File: config.mk
export PLATFORM = sky130hd
export DESIGN_NAME = multicycle_ctrl_flat
export DESIGN_NICKNAME = d
export VERILOG_FILES = /design/src/rtl/multicycle_ctrl_if.sv /design/src/rtl/multicycle_ctrl.sv /design/src/flat_wrapper.sv
export SDC_FILE = /design/constraint.sdc
export NUM_CORES = 1
export LEC_CHECK = 0
export CELL_PAD_IN_SITES_DETAIL_PLACEMENT = 1
export CELL_PAD_IN_SITES_GLOBAL_PLACEMENT = 1
export CORE_AREA = 5 5 57 69
export DETAILED_ROUTE_END_ITERATION = 7
export DIE_AREA = 0 0 62 74
export MAX_ROUTING_LAYER = met4
export PLACE_DENSITY_LB_ADDON = 0.1
export SLEW_MARGIN = 10
export SYNTH_ARGS = -nofsm -noshare
export SYNTH_HDL_FRONTEND = slang
export SYNTH_SLANG_ARGS = --single-unit
File: constraint.sdc
create_clock -name clk -period 2.1 [get_ports clk]
set_input_delay 0.42 -clock clk [delete_from_list [all_inputs] [get_ports clk]]
set_output_delay 0.42 -clock clk [all_outputs]
set_load 0.02 [all_outputs]
File: src/rtl/multicycle_ctrl_if.sv
// Control bundle between the multi-cycle controller and the RV32I datapath.
// The controller side uses the master modport; the datapath (or a bench) uses slave.
interface multicycle_ctrl_if #(
  parameter int DATA_WIDTH = 32
);
  // Datapath -> controller
  logic [DATA_WIDTH-1:0] instr;
  logic                  EQ;
  logic                  mem_ready;
  // Controller -> datapath
  logic                  mem_req;
  logic                  mem_we;
  logic                  AdrSrc;
  logic                  IRWrite;
  logic                  PCWrite;
  logic                  PCsrc;
  logic                  ALUsrc;
  logic                  ALUctrl;
  logic [1:0]            ImmSrc;
  logic                  ResultSrc;
  logic                  RegWrite;
  logic                  retire;
  logic                  illegal;
  logic [2:0]            state;

  modport master (
    input  instr, EQ, mem_ready,
    output mem_req, mem_we, AdrSrc, IRWrite, PCWrite, PCsrc, ALUsrc, ALUctrl,
           ImmSrc, ResultSrc, RegWrite, retire, illegal, state
  );

  modport slave (
    output instr, EQ, mem_ready,
    input  mem_req, mem_we, AdrSrc, IRWrite, PCWrite, PCsrc, ALUsrc, ALUctrl,
           ImmSrc, ResultSrc, RegWrite, retire, illegal, state
  );
endinterface

File: src/rtl/multicycle_ctrl.sv
// Multi-cycle control FSM for the RV32I subset core (addi, add/sub, lw, sw, beq/bne).
// Sequences one shared memory port, the ALU, register file and PC through
// FETCH/DECODE/EXEC/MEM/WB. Control outputs are decoded from the state register
// plus instr/EQ/mem_ready so a completing memory handshake acts in the same cycle.
module multicycle_ctrl #(
  parameter int DATA_WIDTH = 32
) (
  input logic               clk,
  input logic               rst_n,
  multicycle_ctrl_if.master bus
);

  typedef enum logic [2:0] {
    FETCH  = 3'd0,
    DECODE = 3'd1,
    EXEC   = 3'd2,
    MEM    = 3'd3,
    WB     = 3'd4
  } state_t;

  state_t state_reg;
  logic   illegal_reg;

  // Instruction fields; the IR is stable from DECODE until the next fetch completes,
  // so decoding combinationally in every state is safe.
  logic [DATA_WIDTH-1:0] ir;
  logic [6:0]            opcode;
  logic [2:0]            funct3;
  logic [6:0]            funct7;
  logic                  is_addi, is_alur, is_lw, is_sw, is_br, is_bne, legal;
  logic                  br_taken;
  logic                  unused_ir;

  assign ir     = bus.instr;
  assign opcode = ir[6:0];
  assign funct3 = ir[14:12];
  assign funct7 = ir[31:25];
  // Register indices and immediates are the datapath's business.
  assign unused_ir = ^ir;

  // Instruction classification
  always_comb begin
    is_addi = (opcode == 7'b0010011) && (funct3 == 3'b000);
    is_alur = (opcode == 7'b0110011) && (funct3 == 3'b000) &&
              ((funct7 == 7'b0000000) || (funct7 == 7'b0100000));
    is_lw   = (opcode == 7'b0000011) && (funct3 == 3'b010);
    is_sw   = (opcode == 7'b0100011) && (funct3 == 3'b010);
    is_br   = (opcode == 7'b1100011) && (funct3[2:1] == 2'b00);
    is_bne  = funct3[0];
    legal   = is_addi | is_alur | is_lw | is_sw | is_br;
    br_taken = is_bne ? !bus.EQ : bus.EQ;
  end

  // State sequencing and the sticky illegal flag
  always_ff @(posedge clk or negedge rst_n) begin
    if (!rst_n) begin
      state_reg   <= FETCH;
      illegal_reg <= 1'b0;
    end else begin
      case (state_reg)
        FETCH: begin
          if (bus.mem_ready) state_reg <= DECODE;
        end
        DECODE: begin
          if (legal) begin
            state_reg <= EXEC;
          end else begin
            illegal_reg <= 1'b1;
            state_reg   <= FETCH;
          end
        end
        EXEC: begin
          if (is_addi || is_alur)   state_reg <= WB;
          else if (is_lw || is_sw)  state_reg <= MEM;
          else                      state_reg <= FETCH;
        end
        MEM: begin
          if (bus.mem_ready) state_reg <= is_sw ? FETCH : WB;
        end
        WB:      state_reg <= FETCH;
        default: state_reg <= FETCH;
      endcase
    end
  end

  // Control outputs; everything is forced low while reset is held so no
  // memory request or write can leak out during reset.
  always_comb begin
    bus.mem_req   = 1'b0;
    bus.mem_we    = 1'b0;
    bus.AdrSrc    = 1'b0;
    bus.IRWrite   = 1'b0;
    bus.PCWrite   = 1'b0;
    bus.PCsrc     = 1'b0;
    bus.ALUsrc    = 1'b0;
    bus.ALUctrl   = 1'b0;
    bus.ImmSrc    = 2'b00;
    bus.ResultSrc = 1'b0;
    bus.RegWrite  = 1'b0;
    bus.retire    = 1'b0;
    if (rst_n) begin
      case (state_reg)
        FETCH: begin
          bus.mem_req = 1'b1;
          if (bus.mem_ready) begin
            bus.IRWrite = 1'b1;
            bus.PCWrite = 1'b1;
          end
        end
        DECODE: begin
          if (!legal) bus.retire = 1'b1;
        end
        EXEC: begin
          if (is_addi || is_lw) begin
            bus.ALUsrc = 1'b1;
          end else if (is_alur) begin
            bus.ALUctrl = funct7[5];
          end else if (is_sw) begin
            bus.ALUsrc = 1'b1;
            bus.ImmSrc = 2'b01;
          end else if (is_br) begin
            bus.ALUctrl = 1'b1;
            bus.ImmSrc  = 2'b10;
            bus.retire  = 1'b1;
            bus.PCWrite = br_taken;
            bus.PCsrc   = br_taken;
          end
        end
        MEM: begin
          bus.mem_req = 1'b1;
          bus.AdrSrc  = 1'b1;
          bus.mem_we  = is_sw;
          if (bus.mem_ready && is_sw) bus.retire = 1'b1;
        end
        WB: begin
          bus.RegWrite  = 1'b1;
          bus.ResultSrc = is_lw;
          bus.retire    = 1'b1;
        end
        default: ;
      endcase
    end
  end

  assign bus.state   = state_reg;
  assign bus.illegal = illegal_reg;

endmodule

File: src/flat_wrapper.sv
// flat-port wrapper written by rule: the top's interface ports become plain ports
module multicycle_ctrl_flat 
#(
  parameter int DATA_WIDTH = 32
)
  (clk, rst_n, bus_instr, bus_EQ, bus_mem_ready, bus_mem_req, bus_mem_we, bus_AdrSrc, bus_IRWrite, bus_PCWrite, bus_PCsrc, bus_ALUsrc, bus_ALUctrl, bus_ImmSrc, bus_ResultSrc, bus_RegWrite, bus_retire, bus_illegal, bus_state);
  multicycle_ctrl_if #(.DATA_WIDTH(DATA_WIDTH)) bus_i ();
  input logic clk;
  input logic rst_n;
  input wire logic [$bits(bus_i.instr)-1:0] bus_instr;
  input wire logic [$bits(bus_i.EQ)-1:0] bus_EQ;
  input wire logic [$bits(bus_i.mem_ready)-1:0] bus_mem_ready;
  output wire logic [$bits(bus_i.mem_req)-1:0] bus_mem_req;
  output wire logic [$bits(bus_i.mem_we)-1:0] bus_mem_we;
  output wire logic [$bits(bus_i.AdrSrc)-1:0] bus_AdrSrc;
  output wire logic [$bits(bus_i.IRWrite)-1:0] bus_IRWrite;
  output wire logic [$bits(bus_i.PCWrite)-1:0] bus_PCWrite;
  output wire logic [$bits(bus_i.PCsrc)-1:0] bus_PCsrc;
  output wire logic [$bits(bus_i.ALUsrc)-1:0] bus_ALUsrc;
  output wire logic [$bits(bus_i.ALUctrl)-1:0] bus_ALUctrl;
  output wire logic [$bits(bus_i.ImmSrc)-1:0] bus_ImmSrc;
  output wire logic [$bits(bus_i.ResultSrc)-1:0] bus_ResultSrc;
  output wire logic [$bits(bus_i.RegWrite)-1:0] bus_RegWrite;
  output wire logic [$bits(bus_i.retire)-1:0] bus_retire;
  output wire logic [$bits(bus_i.illegal)-1:0] bus_illegal;
  output wire logic [$bits(bus_i.state)-1:0] bus_state;
  assign bus_i.instr = bus_instr;
  assign bus_i.EQ = bus_EQ;
  assign bus_i.mem_ready = bus_mem_ready;
  assign bus_mem_req = bus_i.mem_req;
  assign bus_mem_we = bus_i.mem_we;
  assign bus_AdrSrc = bus_i.AdrSrc;
  assign bus_IRWrite = bus_i.IRWrite;
  assign bus_PCWrite = bus_i.PCWrite;
  assign bus_PCsrc = bus_i.PCsrc;
  assign bus_ALUsrc = bus_i.ALUsrc;
  assign bus_ALUctrl = bus_i.ALUctrl;
  assign bus_ImmSrc = bus_i.ImmSrc;
  assign bus_ResultSrc = bus_i.ResultSrc;
  assign bus_RegWrite = bus_i.RegWrite;
  assign bus_retire = bus_i.retire;
  assign bus_illegal = bus_i.illegal;
  assign bus_state = bus_i.state;
  multicycle_ctrl #(.DATA_WIDTH(DATA_WIDTH)) u_core (.clk(clk), .rst_n(rst_n), .bus(bus_i));
endmodule
== Word level (Yosys, flattened, before mapping) ==
Index checks and enable logic that the tools add are counted.

* Eq/ne operators: 13
* Mux-type cells: 52
* Bitwise logic cells: 5
* Reductions and logical operators: 19

{| class="wikitable"
|+ Operator list
! kind !! number
|-
| $mux W1 || 37
|-
| $eq A7 B6 Y1 const B || 3
|-
| $mux W2 || 8
|-
| $mux W3 || 4
|-
| $pmux W3 S4 || 1
|-
| $eq A3 B2 Y1 const B || 3
|-
| $eq A7 B2 Y1 const B || 1
|-
| $eq A7 B5 Y1 const B || 1
|-
| $eq A7 B7 Y1 const B || 1
|-
| $logic_and A1 B1 Y1 || 7
|-
| $logic_not A7 Y1 || 1
|-
| $logic_not A3 Y1 || 2
|-
| $logic_or A1 B1 Y1 || 4
|-
| $ne A2 B2 Y1 const B || 2
|-
| $or A1 B1 Y1 || 4
|-
| $pmux W1 S4 || 1
|-
| $reduce_and A2 Y1 || 2
|-
| $eq A3 B1 Y1 const B || 1
|-
| $eq A3 B3 Y1 const B || 1
|-
| $logic_not A2 Y1 || 1
|-
| $pmux W1 S2 || 1
|-
| $reduce_or A2 Y1 || 1
|-
| $logic_not A1 Y1 || 1
|-
| $not A1 Y1 || 1
|}

* Register bits: 4
* Output and inout port bits: 17
* Word-level logic and storage cells: 91

== Longest topological paths before layout ==
* Depth in word-level cells: 10
* Gate-level depth with buffers: 4

== Least setup slack after synthesis ==
OpenSTA, ideal clock, no wires.

* Kind: input to output
* From: input bus_instr[2]
* To: output bus_ALUctrl
* Data arrival time: 1779 ps
* Data required time: 1680 ps
* Setup slack: -99 ps
* Stages: 4
* Buffers on the path: 0
* Cell sequence: nand4bb_1 > or2_1 > or4_4 > o31ai_2

* Longest elaborated chain between the ends: 8
* Elaborated cells on any way between the ends: 18
* Classes of those cells: eq/ne (5); mux (6); reduce/logical (7)

{| class="wikitable"
|+ Ends and longest elaborated chain
! item !! line !! RTL
|-
| from (decl) || flat_wrapper.sv:10 || <nowiki>input wire logic [$bits(bus_i.instr)-1:0] bus_instr;</nowiki>
|-
| $eq A7 B7 Y1 || multicycle_ctrl.sv:48 || <nowiki>is_br = (opcode == 7'b1100011) && (funct3[2:1] == 2'b00);</nowiki>
|-
| $logic_and A1 B1 Y1 || multicycle_ctrl.sv:48 ||
|-
| $mux W1 || multicycle_ctrl.sv:121 || <nowiki>end else if (is_br) begin</nowiki>
|-
| $mux W1 || multicycle_ctrl.sv:118 || <nowiki>end else if (is_sw) begin</nowiki>
|-
| $mux W1 || multicycle_ctrl.sv:116 || <nowiki>end else if (is_alur) begin</nowiki>
|-
| $mux W1 * || multicycle_ctrl.sv:114 || <nowiki>if (is_addi || is_lw) begin</nowiki>
|-
| $mux W1 * || multicycle_ctrl.sv:102 || <nowiki>case (state_reg)</nowiki>
|-
| $mux W1 * || multicycle_ctrl.sv:101 || <nowiki>if (rst_n) begin</nowiki>
|-
| to (decl) || flat_wrapper.sv:20 || <nowiki>output wire logic [$bits(bus_i.ALUctrl)-1:0] bus_ALUctrl;</nowiki>
|}

Mark *: on every way between the ends. The rest lies on a longest branch, timed or not.

== Worst setup path in the final report ==
* From: input bus_instr[3]
* To: output bus_ALUctrl

The elaborated chain is that of the path after synthesis.

==> results <==
==> through the flow <==
| stage | TNS (ns) | power, mW |
|---|---|---|
| 6_report | -0.410 | 0.384 |
| 5_1_grt | -0.621 | 0.405 |
| 4_1_cts | -0.346 | 0.387 |
| 3_5_place_dp | -9.04 | 0.222 |
| 3_3_place_gp | -8.91 | 0.222 |
| 2_1_floorplan | -0.0260 | 0.124 |
==> per-layer routing <==
layer / wire [µm] / global-route usage [%] / vias to the layer above / share of wire (%)
li1: - / - / 413 / -
met3: 109 / 0.521 / 2 / 4.4
met5: 0 / - / - / 0
met2: 1320 / 22.0 / 20 / 54
met4: 5 / 2.83 / 0 / 0.20
met1: 1030 / 12.5 / 396 / 42
==> what timing repair did <==
action / 4_1_cts / 5_1_grt
pin swaps: 11 / 8
hold endpoints to repair: 0 / 0
endpoints found under the setup margin: 13 / 13
buffers inserted: 4 / 1
gates resized for setup: 94 / 19
==> kinds of logic after synthesis <==
family,synth area share (%)
buffers and inverters,2.93
xor gates and xnor gates,1.71
DFF,19.5
AOI/OAI and AO/OA,22.7
and+or+nand+nor,53.2
==> critical path: cells and delay by family <==
kind,cells,cell delay [ns]
AOI/OAI and AO/OA,1,0.19
and+or+nand+nor,3,0.96
buffers and inverters,2,0.24
==> final timing paths <==
kind / from / endpoint / slack, ns / depth (start not counted)
worst min-delay path: rst_n / u_core.bus.state[2]$_DFFE_PN0P_ / 0.27 / 2
worst min register to register: u_core.bus.illegal$_DFFE_PN0P_ / u_core.bus.illegal$_DFFE_PN0P_ / 0.48 / 1
worst max register to register: u_core.bus.state[0]$_DFFE_PN0P_ / u_core.bus.state[1]$_DFFE_PN0P_ / 0.68 / 5
worst max-delay path: bus_instr[3] / bus_ALUctrl / -0.12 / 6
max in group asynchronous: rst_n / u_core.bus.state[0]$_DFFE_PN0P_ / 1.72 / 2
min in group clk: u_core.bus.illegal$_DFFE_PN0P_ / u_core.bus.illegal$_DFFE_PN0P_ / 0.48 / 1
==> Yosys cell counts (all sizes together) <==
cell type and number:
nor2 9, nor2b 8, nand2 5, and3 4
dfrtp 4, nand3 4, inv 3, nor3 3
a21oi 2, nand4 2, nand4bb 2, nor3b 2
nor4b 2, o2111ai 2, o211ai 2, o21bai 2
or2 2, or4 2, a31o 1, a31oi 1
a41oi 1, clkbuf 1, nand3b 1, o211a 1
o21a 1, o21ai 1, o31ai 1, xnor2 1
==> layout make-up <==
cell class	instances	area, µm²
inverter	3	11.3
clock buffer	3	41.3
fill	413	1950
tap	37	46.3
sequential	4	100
timing repair buffer	72	587
multi-input combinational	62	487
==> power breakdown <==
| part | switching (mW) | total, mW | internal [mW] | leakage [nW] |
|---|---|---|---|---|
| clock network | 0.0368 | 0.159 | 0.122 | 0.0216 |
| logic | 0.0626 | 0.145 | 0.0820 | 0.541 |
| registers | 0.00131 | 0.0804 | 0.0791 | 0.0489 |
==> impl_metrics.yaml <==
final_layout:
  areaGrowthSynthToFinish_pct: 148
  drive_above_1_share_pct: 54.2
  stdcell_area_um2: 1270
  final_cells: 181
  mostFrequentLayoutCells: "buf_4 (37), dlygate4sd2_1 (9), nor2_1 (7), clkdlybuf4s50_1 (6), buf_6 (6)"
  nets: 182
  fin_util_pct: 39.5
  num_antenna_cells: 0
  largest_reg_flops: 3
  final_common_cell: "buf_4"
yosys:
  syn-num-nets: 106
  yosys_warnings: 0
  synthDistinctLibCells: 29
  syn_area_per_cell_um2: 7.33
  synth_top_area_share_pct: 19.5
  yosysTopAreaCell: "dfrtp_1"
  ys_seq_area_share_pct: 19.5
  synth_seq_cells: 4
  synth_area_um2: 513
  netlist_instances: 70
  ys_top_cells_by_area: "dfrtp_1 (20%), nor2b_1 (9.8%), nor2_1 (6.6%), and3_1 (4.9%), nand4bb_1 (4.4%)"
setup_path:
  critPathMaxStageDelay_ns: 0.50
  crit_chain: "buf_6, nand4bb_4, or2_4, or4_4, o31ai_4, buf_6"
  slowest_stage: "or4_4"
  cp.arrival_ns: 1.80
  cp.required_ns: 1.68
  crit_type: "input pin to primary output"
  critPathMostFrequentCell: "buf_6"
  start_kind: "input pin"
  critPathMaxFanout: 3
  end_kind: "primary output"
place:
  place_area_um2: 1170
  dpl_worst_slack_ns: -0.990
  routabilityCongestion: 0.825
  dp_hpwl_mm: 2.10
  port_buffers: 37
  placed_cells: 173
sta:
  slew_headroom_pct: 69.6
  drv_slew: 0
  layout_setup_ws_ns: -0.124
  hold_viol: 0
  worst_pin_slew_ns: 0.453
  finalSetupViolations: 5
  fin_crit_ns: 2.22
  fin_skew_ns: 0.00284
  rsz0062_at_grt: "true"
  fmax_mhz: 450
  fin_crit_sh_pct: 106
  whs_ns: 0.267
clock_network:
  clock_path_buffers: 2
  clk_pin_slew_ns: 0.03
  root_buffer: "clkbuf_8"
  cts_tree: "yes"
  clock_sinks: 4
  hold_buffers: 0
  htree_levels: 1
  cts_buffers: 3
  worstSkewPairLatency_ns: 0.21
routing:
  antenna_left: 0
  drt_iter0_markers: 8
  routed_wl_mm: 2.47
  viasPerCell: 4.59
  drtPass1Iterations: 2
  num_vias: 831
  wl_per_cell_um: 13.6
  post-route-drc-count: 0
global_routing:
  grt.overflow.total: 0
  antenna_found_initial: 0
  grt_max_degree: 12
  track_usage_pct: 11.5
  grt_pass1_vias: 936
  grt_pass1_wl_mm: 3.99
pwr:
  peakVddDrop_mv: 0.329
  p_leak_nw: 0.611
  power_density_nw_per_um2: 302
floorplan:
  num_io_pins: 53
  core_area_um2: 3220
  die_area_um2: 4590
  die_h_um: 74
  start_util_pct: 15.9
  die_x_um: 62
  row_count: 23
min_path:
  hold_path.class: "input pin to async pin"
run_status:
  status: "complete, but fails checks"
  violations: "setup timing"
run:
  drv_cap: 0
Note: power is estimated with default switching activity, not from simulation.
